`src/rtl/data_read_axi_regs.sv`:
```
// data_read_axi_regs: AXI4-Lite register file (CR/LEN/SR[/IER]) for NUM_CH data_read channels
// Ports: S_AXI_* AXI4-Lite slave (S_AXI_ACLK, async active-low S_AXI_ARESETN);
//        cr_start/cr_enable/len_out to the engines, sts_busy/sts_done from them, irq out.
// Map per channel (ch = addr[ADDR_W-1:4]): 0x0 CR, 0x4 LEN, 0x8 SR, 0xC IER.
// Define DATA_READ_IRQ_EN to map IER and drive irq; otherwise IER is SLVERR and irq is 0.
module data_read_axi_regs #(
   parameter int          NUM_CH  = 2,
   parameter int          ADDR_W  = 8,
   parameter logic [31:0] LEN_RST = 32'h0000_0100
) (
   input  logic                S_AXI_ACLK,
   input  logic                S_AXI_ARESETN,
   input  logic [31:0]         S_AXI_AWADDR,
   input  logic                S_AXI_AWVALID,
   output logic                S_AXI_AWREADY,
   input  logic [31:0]         S_AXI_WDATA,
   input  logic [3:0]          S_AXI_WSTRB,
   input  logic                S_AXI_WVALID,
   output logic                S_AXI_WREADY,
   output logic [1:0]          S_AXI_BRESP,
   output logic                S_AXI_BVALID,
   input  logic                S_AXI_BREADY,
   input  logic [31:0]         S_AXI_ARADDR,
   input  logic                S_AXI_ARVALID,
   output logic                S_AXI_ARREADY,
   output logic [31:0]         S_AXI_RDATA,
   output logic [1:0]          S_AXI_RRESP,
   output logic                S_AXI_RVALID,
   input  logic                S_AXI_RREADY,
   output logic [NUM_CH-1:0]   cr_start,
   output logic [NUM_CH-1:0]   cr_enable,
   output logic [32*NUM_CH-1:0] len_out,
   input  logic [NUM_CH-1:0]   sts_busy,
   input  logic [NUM_CH-1:0]   sts_done,
   output logic                irq
);
`ifdef DATA_READ_IRQ_EN
   localparam bit IRQ = 1'b1;
`else
   localparam bit IRQ = 1'b0;
`endif
   localparam int CW = NUM_CH > 1 ? $clog2(NUM_CH) : 1;
   typedef enum logic [1:0] {W_IDLE, W_ACK, W_RESP} w_state_t;
   typedef enum logic [1:0] {R_IDLE, R_ACK, R_DATA} r_state_t;
   w_state_t w_state;
   r_state_t r_state;
   logic [NUM_CH-1:0] done, ier, w1c;
   logic [31:0] len [NUM_CH];
   logic [CW-1:0] wi, ri;
   logic [1:0] wreg, rreg;
   logic werr, rerr;
   logic [31:0] rd_val;
   logic unused_ok;
   assign unused_ok = ^{S_AXI_AWADDR[31:ADDR_W], S_AXI_AWADDR[1:0], S_AXI_ARADDR[31:ADDR_W], S_AXI_ARADDR[1:0]};
   for (genvar g = 0; g < NUM_CH; g++) begin : g_len
      assign len_out[32*g +: 32] = len[g];
   end
   // Channel compare is one bit wider than the field so NUM_CH == 2**field_width still fits.
   always_comb begin
      wi = S_AXI_AWADDR[4 +: CW];
      ri = S_AXI_ARADDR[4 +: CW];
      wreg = S_AXI_AWADDR[3:2];
      rreg = S_AXI_ARADDR[3:2];
      werr = {1'b0, S_AXI_AWADDR[ADDR_W-1:4]} >= (ADDR_W-3)'(NUM_CH) || (wreg == 2'd3 && !IRQ);
      rerr = {1'b0, S_AXI_ARADDR[ADDR_W-1:4]} >= (ADDR_W-3)'(NUM_CH) || (rreg == 2'd3 && !IRQ);
      rd_val = rerr        ? 32'h0 :
               rreg == 2'd0 ? {30'h0, cr_enable[ri], 1'b0} :
               rreg == 2'd1 ? len[ri] :
               rreg == 2'd2 ? {30'h0, done[ri], sts_busy[ri]} :
                              {30'h0, ier[ri], 1'b0};
      w1c = '0;
      if (w_state == W_ACK && !werr && wreg == 2'd2 && S_AXI_WSTRB[0] && S_AXI_WDATA[1])
         w1c[wi] = 1'b1;
   end
   always_ff @(posedge S_AXI_ACLK or negedge S_AXI_ARESETN) begin
      if (!S_AXI_ARESETN) begin
         w_state <= W_IDLE;
         S_AXI_AWREADY <= 1'b0;
         S_AXI_WREADY <= 1'b0;
         S_AXI_BVALID <= 1'b0;
         S_AXI_BRESP <= 2'b00;
         cr_start <= '0;
         cr_enable <= '0;
         ier <= '0;
         done <= '0;
         for (int i = 0; i < NUM_CH; i++) len[i] <= LEN_RST;
      end else begin
         cr_start <= '0;
         // A new completion in the same cycle as a W1C keeps DONE set.
         done <= sts_done | (done & ~w1c);
         case (w_state)
            W_IDLE: if (S_AXI_AWVALID && S_AXI_WVALID) begin
               S_AXI_AWREADY <= 1'b1;
               S_AXI_WREADY <= 1'b1;
               w_state <= W_ACK;
            end
            W_ACK: begin
               S_AXI_AWREADY <= 1'b0;
               S_AXI_WREADY <= 1'b0;
               S_AXI_BVALID <= 1'b1;
               S_AXI_BRESP <= werr ? 2'b10 : 2'b00;
               w_state <= W_RESP;
               if (!werr) begin
                  // START only fires when the same write leaves ENABLE set.
                  if (wreg == 2'd0 && S_AXI_WSTRB[0]) begin
                     cr_enable[wi] <= S_AXI_WDATA[1];
                     cr_start[wi] <= S_AXI_WDATA[0] & S_AXI_WDATA[1];
                  end
                  if (wreg == 2'd1)
                     for (int b = 0; b < 4; b++)
                        if (S_AXI_WSTRB[b]) len[wi][8*b +: 8] <= S_AXI_WDATA[8*b +: 8];
                  if (wreg == 2'd3 && S_AXI_WSTRB[0]) ier[wi] <= S_AXI_WDATA[1];
               end
            end
            W_RESP: if (S_AXI_BREADY) begin
               S_AXI_BVALID <= 1'b0;
               w_state <= W_IDLE;
            end
            default: w_state <= W_IDLE;
         endcase
      end
   end
   always_ff @(posedge S_AXI_ACLK or negedge S_AXI_ARESETN) begin
      if (!S_AXI_ARESETN) begin
         r_state <= R_IDLE;
         S_AXI_ARREADY <= 1'b0;
         S_AXI_RVALID <= 1'b0;
         S_AXI_RDATA <= 32'h0;
         S_AXI_RRESP <= 2'b00;
      end else begin
         case (r_state)
            R_IDLE: if (S_AXI_ARVALID) begin
               S_AXI_ARREADY <= 1'b1;
               r_state <= R_ACK;
            end
            R_ACK: begin
               S_AXI_ARREADY <= 1'b0;
               S_AXI_RDATA <= rd_val;
               S_AXI_RRESP <= rerr ? 2'b10 : 2'b00;
               S_AXI_RVALID <= 1'b1;
               r_state <= R_DATA;
            end
            R_DATA: if (S_AXI_RREADY) begin
               S_AXI_RVALID <= 1'b0;
               r_state <= R_IDLE;
            end
            default: r_state <= R_IDLE;
         endcase
      end
   end
`ifdef DATA_READ_IRQ_EN
   always_ff @(posedge S_AXI_ACLK or negedge S_AXI_ARESETN)
      if (!S_AXI_ARESETN) irq <= 1'b0;
      else irq <= |(done & ier);
`else
   assign irq = 1'b0;
`endif
endmodule

```
`config.mk`:
```
export PLATFORM = sky130hd
export DESIGN_NAME = data_read_axi_regs
export DESIGN_NICKNAME = d
export VERILOG_FILES = /design/src/rtl/data_read_axi_regs.sv
export SDC_FILE = /design/constraint.sdc
export NUM_CORES = 1
export LEC_CHECK = 0
export ABC_AREA = 1
export BUFFER_PORTS_ARGS = -buffer_cell sky130_fd_sc_hd__buf_2
export CORE_ASPECT_RATIO = 1.75
export CORE_MARGIN = 5
export CORE_UTILIZATION = 49
export CTS_BUF_LIST = sky130_fd_sc_hd__clkbuf_2 sky130_fd_sc_hd__clkbuf_4 sky130_fd_sc_hd__clkbuf_8
export DETAILED_ROUTE_END_ITERATION = 8
export PLACE_DENSITY = 0.92
export SYNTH_ARGS = -nofsm -noshare
export SYNTH_HDL_FRONTEND = slang
export SYNTH_SLANG_ARGS = --single-unit
```
`constraint.sdc`:
```
create_clock -name S_AXI_ACLK -period 1.5 [get_ports S_AXI_ACLK]
set_input_delay 0.3 -clock S_AXI_ACLK [delete_from_list [all_inputs] [get_ports S_AXI_ACLK]]
set_output_delay 0.3 -clock S_AXI_ACLK [all_outputs]
set_load 0.005 [all_outputs]
```
; ---- Word-level counts from Yosys, hierarchy flattened
; Index checks and enable logic that the tools add are counted.
[word_totals]
latch_bits = 0
out_inout_bits = 110
ramBits = 0
mem_bits_ro = 0
mem_count = 0
input_bits = 111
register_bits = 116
[classes]
add_sub_neg = 0
mux = 64
n_lt_le_gt_ge = 8
shifts = 0
eq_ne = 14
reduce_logical = 29
mul = 0
bitwise = 8
div = 0
[ops]
columns = cell, n
row1 = two-way mux 64 bit, 13
row2 = bitwise mux 64 bit, 4
row3 = two-way mux 32 bit, 7
row4 = demux 32 bit (select 1 bit), 4
row5 = two-way mux 24 bit, 1
row6 = two-way mux 2 bit, 11
row7 = two-way mux 16 bit, 1
row8 = two-way mux 1 bit, 13
row9 = == test 2 bit (second input constant), 6
row10 = one-hot mux 2 bit (3 select lines), 2
row11 = AND reduction 2 bit, 6
row12 = logical AND 1 bit, 9
row13 = AND reduction 3 bit, 3
row14 = == test 2 x 1 -> 1 bit (second input constant), 4
row15 = >= comparator 4 x 2 -> 1 bit (second input constant), 2
row16 = logical NOT 2 bit, 4
row17 = two-way mux 8 bit, 1
row18 = != test 2 bit (second input constant), 4
row19 = one-hot mux 1 bit (2 select lines), 4
row20 = nonzero test 2 bit, 4
row21 = AND 2 bit, 2
row22 = bitwise mux 2 bit, 2
row23 = >= comparator 2 bit (second input constant), 2
row24 = less-than comparator 1 x 2 -> 1 bit (second input constant), 2
row25 = 10 further kinds, 12

; ---- Longest topological paths before layout
; Gate-level depths: netlist of the first run.
[logic_depth]
ltp_word = 22
ltp_mapped = 8

; ---- Worst setup path after synthesis of the first run
; Ideal clock, no wire load.
[synth_timing]
path_type = register to register
start = reg w_state[1]
end = reg len, in the netlist len_out[34]
path_stages_with_launch = 9
t_arrival_ps = 1193
required_time_ps = 1435
setup_slack_ps = 242
period_less_slack_ps = 1258
cell_sequence = dfrtp_1 > inv_2 > nand2_1 > nor2_2 > nand3_4 > nor2_4 > buf_6 > nand3_1 > nand2_1
[synth_via]
elab_chain_cells = 2
[synth_lines]
columns = element, line_no
row1 = start: declaration, 45  ; w_state_t w_state;
row2 = start signal: assignment, 77  ; w_state <= W_IDLE;
row3 = start signal: assignment, 95  ; w_state <= W_ACK;
row4 = start signal: assignment, 102  ; w_state <= W_RESP;
row5 = == test 2 x 1 -> 1 bit, 91  ; case (w_state)
row6 = AND reduction 3 bit (no line), n/a
row7 = end signal: indexed assignment, 111  ; if (S_AXI_WSTRB[b]) len[wi][8*b +: 8] <= S_AXI_WDATA[8*b +: 8];
row8 = end: declaration, 48  ; logic [31:0] len [NUM_CH];
; Every way passes these cells.
; A chain may end at the register's enable or synchronous reset.

; ---- Final worst setup path of the first run
[layout_timing]
start = reg w_state[1]
end = reg len, in the netlist len_out[14]
; The elaborated chain is that of the path after synthesis.

==> results of run 1 <==
final cells by class:
cell class,instances,area (µm²)
Multi-Input combinational cell,455,2020
Fill cell,869,3780
Clock buffer,11,145
Timing Repair Buffer,194,1170
Inverter,27,101
Tap cell,127,159
Antenna cell,1,2.50
Clock inverter,5,51.3
Sequential cell,112,2810
path summary, 6_finish.rpt:
path	from	end	slack, ps	cells after the start
hold / removal	sts_done[1]	done[1]$_DFF_PN0_	110	2
setup reg to reg	w_state[1]$_DFFE_PN0P_	len_out[14]$_DFFE_PN0P_	110	8
max in group asynchronous	S_AXI_ARESETN	len_out[8]$_DFFE_PN1P_	550	3
setup / recovery	w_state[1]$_DFFE_PN0P_	len_out[14]$_DFFE_PN0P_	110	8
hold reg to reg	r_state[0]$_DFFE_PN0P_	r_state[0]$_DFFE_PN0P_	460	1
min in group asynchronous	S_AXI_ARESETN	len_out[5]$_DFFE_PN0P_	360	2
kinds of logic (layout without fill, tap and decap cells):
kind of cell	count (synthesis)	count (layout)	synth area share, %
compound gates	23	23	2.35
buf+inv	62	237	6.16
other cells	1	4	0.0732
flops	112	112	54.8
simple gates	429	429	36.6
stage by stage:
step	setup WS (ps)	area [µm²]
2_1_floorplan	242	5130
3_3_place_gp	106	6190
4_1_cts	23.0	6400
3_5_place_dp	46.9	6190
5_1_grt	7.04	6450
6_report	111	6450
routing by layer:
metal / vias to the layer above / GRT usage [%] / part of all wire (%)
met2: 216 / 40.7 / 51
met5: - / 0 / 0.087
li1: 2322 / - / -
met4: 2 / 12.4 / 4.8
met3: 47 / 4.31 / 6.8
met1: 2288 / 27.7 / 37
sequential cells by signal, summed over array words and instances, names as in the netlist, 2 cells and up:
name,count
len_out,64
S_AXI_RDATA,32
cr_enable,2
cr_start,2
done,2
r_state,2
w_state,2
worst register-to-register path: cells and delay by family, from the launching register on:
family,cells,cell delay [ps]
buffers and inverters,2,270
AND/OR/NAND/NOR,6,630
flip-flops,1,420
cell usage in the layout (no fill, tap or decap):
cell / n
dfstp_2: 2
diode_2: 1
clkinv_4: 2
nand3_4: 1
nand3b_4: 1
dlygate4sd3_1: 1
nand2_2: 1
nand2_1: 298
a21oi_2: 1
dfrtp_1: 110
buf_6: 1
o21ai_0: 16
nand3_2: 1
clkinv_1: 1
nand3_1: 96
nand4_1: 6
a21o_1: 2
clkbuf_16: 1
buf_2: 164
nor2_4: 4
a21oi_1: 4
clkinv_8: 1
nor2_1: 16
nor2_2: 1
clkbuf_4: 1
buf_4: 19
inv_6: 2
nand4_4: 3
buf_12: 8
conb_1: 3
clkbuf_8: 10
inv_2: 3
inv_1: 23
nor2_8: 1
power breakdown:
part | leakage, nW | internal [mW] | total, mW | switching [mW]
sequential | 1.52 | 3.16 | 3.26 | 0.0992
combinational | 2.30 | 0.335 | 0.918 | 0.582
clock | 0.101 | 0.702 | 1.75 | 1.05
total | 3.92 | 4.20 | 5.93 | 1.73
what timing repair did:
item | in CTS | in global routing
endpoints found under the hold margin | 19 | 0
setup endpoints to repair | 0 | 55
setup buffers | 0 | 2
gates resized for setup | 0 | 3
hold buffers | 1 | 0
==> results.ini, run 1 <==
[synthesis]
syn_inst = 627
ys_async_sr_fraction_pct = 100
yosysTopAreaCell = dfrtp_1
avgSynthCellArea_um2 = 8.17
post-synth-top-count-cell = nand2_1
yosysSeqAreaShare_pct = 54.8
synth_flop_cell = dfrtp_1
synth_top_area_share_pct = 53.8
syn_area_um2 = 5120
synth_common_cells = 299 x nand2_1, 110 x dfrtp_1, 96 x nand3_1, 23 x inv_1, 17 x nor2_1
ys.warnings.count = 0
synth_edf_count = 0
synth.area.top_cells = dfrtp_1 54%, nand2_1 22%, nand3_1 9.4%
yosysUniqueCellTypes = 24
ys_seq_elements = 112

[grt]
grt_pass1_wl_um = 23800
grt_pass1_vias = 4835
overflow = 0
grt_max_degree = 48
antenna_found_initial = 2
track_usage_pct = 23.9

[setup_path]
worstPathRequired_ps = 1810
cp-end-kind = flop
slowest_stage = dfrtp_1
path_cells = inv_2 -> nand2_2 -> nor2_4 -> nand3_4 -> nor2_4 -> clkbuf_16 -> nand3_1 -> nand2_1
cp.arrival_ps = 1700
critPathBufInv = 2
crit_family = simple AND/OR/NAND/NOR gates
max_stage_delay_ps = 420
cp_max_fo = 12
path_common_cell = nor2_4
setup.worst_path.class = flop to flop
start_kind = flop

[place]
place_inst = 911
io_buffers = 165
gp_congestion = 0.905
hpwlAfterDp_um = 11000

[drt]
ant_nets = 0
firstDrtPassIters = 5
vias_per_cell = 5.23
drtIter0Drc = 372
wl_per_cell_um = 16.1
vias = 4875
drcViolationCount = 0
wl_um = 15000

[clock_network]
numCtsBuffers = 9
clock_sinks = 112
root_buffer = clkbuf_8
htreeDepth = 3
cts_tree = built
clk_pin_slew_worst_paths_ps = 100
cts.path.max_buffers = 2
clock_latency_ps = 370

[power_and_ir_drop]
ir_worst_vdd_mv = 0.665
power_density_nw_per_um2 = 919
finalPower_mw = 5.93
total_leakage_power_nw = 3.92

[cells_and_area]
layout.nets = 910
area_growth_pct = 26.1
utilization_pct = 63.0
drive_gt1_share_pct = 28.4
layout.cells.non_filler = 932

[timing]
setup_tns_ps = 0
setup_violations = 0
final_hold_viol_count = 0
whs_ps = 109
finalClockSkew_ps = 15.2
fmax_mhz = 720
period_share_pct = 92.6
grt_setup_unrepaired = false
slew_violations = 0
period_minus_slack_ps = 1390

[floorplan]
die_w_um = 87.3
die_h_um = 145
start_util_pct = 50.0
core_area_um2 = 10200
die_area_um2 = 12700
ios = 221
rows = 49

[run_status]
outcome = completed

[flow_run]
maxCapViolCount = 0

[worst_hold_path]
hold_path_class = primary input to flop

(Power assumes the default switching activity.)
==> run 2, diff against run 1 <==
==> constraint.sdc (replaced) <==
create_clock -name S_AXI_ACLK -period 1.5 [get_ports S_AXI_ACLK]
set_input_delay 0.375 -clock S_AXI_ACLK [delete_from_list [all_inputs] [get_ports S_AXI_ACLK]]
set_output_delay 0.375 -clock S_AXI_ACLK [all_outputs]
set_load 0.005 [all_outputs]
==> results.ini, run 2 (synthesized netlist as in run 1, its figures left out) <==
[grt]
antenna_found_initial = 2
met3_usage_pct = 3.86
met1_usage_pct = 29.5
grt.busiest_layer = met2
grt_pass1_wl_um = 24600
grt_pass1_vias = 4895
track_usage_pct = 24.7
overflow = 0
grt_max_degree = 49
met2_usage_pct = 41.8

[cells_and_area]
layout_common_cells = 298 x nand2_1, 164 x buf_2, 110 x dfrtp_1
largest_reg_flops = 64
drive_gt1_share_pct = 28.8
layout.cells.non_filler = 938
layout.nets = 915
final_common_cell = nand2_1
area_growth_pct = 28.0

[drt]
vias = 4966
firstDrtPassIters = 6
wl_per_cell_um = 16.5
wl_um = 15500
drcViolationCount = 0
vias_per_cell = 5.29
drtIter0Drc = 404
ant_nets = 0

[place]
place_inst = 913
io_buffers = 165
hpwlAfterDp_um = 11000
gp_congestion = 0.865

[floorplan]
die_h_um = 145
die_area_um2 = 12700
start_util_pct = 50.0
die_w_um = 87.3
ios = 221
core_area_um2 = 10200
rows = 49

[clock_network]
root_buffer = clkbuf_8
clock_sinks = 112
cts_tree = built
numCtsBuffers = 9
clock_latency_ps = 370
clk_pin_slew_worst_paths_ps = 100
cts.path.max_buffers = 2
htreeDepth = 3

[power_and_ir_drop]
ir_worst_vdd_mv = 0.922
total_leakage_power_nw = 3.97
combPwrFrac_pct = 14.8
clock_power_share_pct = 32.9
seq_power_share_pct = 52.3
power_switching_share_pct = 28.0
switching_power_mw = 1.74
power_density_nw_per_um2 = 952
intPower_mw = 4.49

[timing]
slew_violations = 0
setup_tns_ps = 0
setup_violations = 0
finalClockSkew_ps = 11.6
whs_ps = 192
period_share_pct = 95.5
final_hold_viol_count = 0
fmax_mhz = 698
grt_setup_unrepaired = true
period_minus_slack_ps = 1430

[setup_path]
cp_max_fo = 3
start_kind = flop
critPathBufInv = 1
worstPathRequired_ps = 1120
path_cells = buf_2
slowest_stage = dfstp_2
cp-end-kind = primary output
setup.worst_path.class = flop to primary output
max_stage_delay_ps = 560
crit_family = flip-flops
cp.arrival_ps = 1060

[run_status]
outcome = completed

[worst_hold_path]
hold_path_class = primary input to flop

[flow_run]
maxCapViolCount = 0

[run 2: metal layers]
| layer | share of wire, % | wire length, µm |
|---|---|---|
| met2 | 53 | 8180 |
| met5 | 0 | 0 |
| met1 | 35 | 5500 |
| met3 | 7.6 | 1170 |
| met4 | 4.3 | 665 |
[run 2: final timing paths]
path	start	to	slack, ps	cells after the start
min in group asynchronous	S_AXI_ARESETN	len_out[36]$_DFFE_PN0P_	420	2
max in group asynchronous	S_AXI_ARESETN	len_out[8]$_DFFE_PN1P_	470	3
setup reg to reg	w_state[1]$_DFFE_PN0P_	len_out[12]$_DFFE_PN0P_	110	8
hold reg to reg	r_state[0]$_DFFE_PN0P_	r_state[0]$_DFFE_PN0P_	460	1
setup / recovery	len_out[40]$_DFFE_PN1P_	len_out[40]	70	1
hold / removal	sts_done[0]	done[0]$_DFF_PN0_	190	2
[run 2: metrics by stage]
step | util (%) | instance area [µm²] | power, mW | setup slack, ps
2_1_floorplan | - | 5130 | 3.74 | 192
3_3_place_gp | 60.8 | 6220 | 4.19 | 21.4
3_5_place_dp | 60.8 | 6220 | 4.22 | -16.4
4_1_cts | 63.1 | 6460 | 6.22 | 35.1
5_1_grt | 64.0 | 6550 | 6.47 | -11.5
6_report | 64.0 | 6550 | 6.24 | 67.0
[run 2: final cells by class]
| type | count | area, µm² |
|---|---|---|
| clock buffer | 10 | 138 |
| sequential | 112 | 2810 |
| antenna | 2 | 5.00 |
| tap | 127 | 159 |
| timing repair buffer | 198 | 1220 |
| clock inverter | 6 | 91.3 |
| multi-input combinational | 456 | 2030 |
| inverter | 27 | 101 |
| fill | 862 | 3690 |
[run 2: worst register-to-register path: stages, from the launching register on]
cell and delay, ps:
dfrtp_1 420, inv_2 80, nand2_2 80, nor2_4 110
nand3_4 100, nor2_4 220, buf_6 180, nand3_1 80
nand2_1 70
[run 2: power groups by stage]
stage	Clock [mW]	Sequential, mW	Combinational (mW)
floorplan	0	3.32	0.417
finish	2.05	3.26	0.922
global route	2.16	3.28	1.03
CTS	2.05	3.26	0.906
global placement	0	3.31	0.873
detailed placement	0	3.32	0.897
[run 2: repair_timing]
action / in CTS / in global routing
buffers inserted: 0 / 3
hold endpoints to repair: 18 / 0
resized for setup: 0 / 4
setup endpoints to repair: 0 / 59
hold buffers: 1 / 0
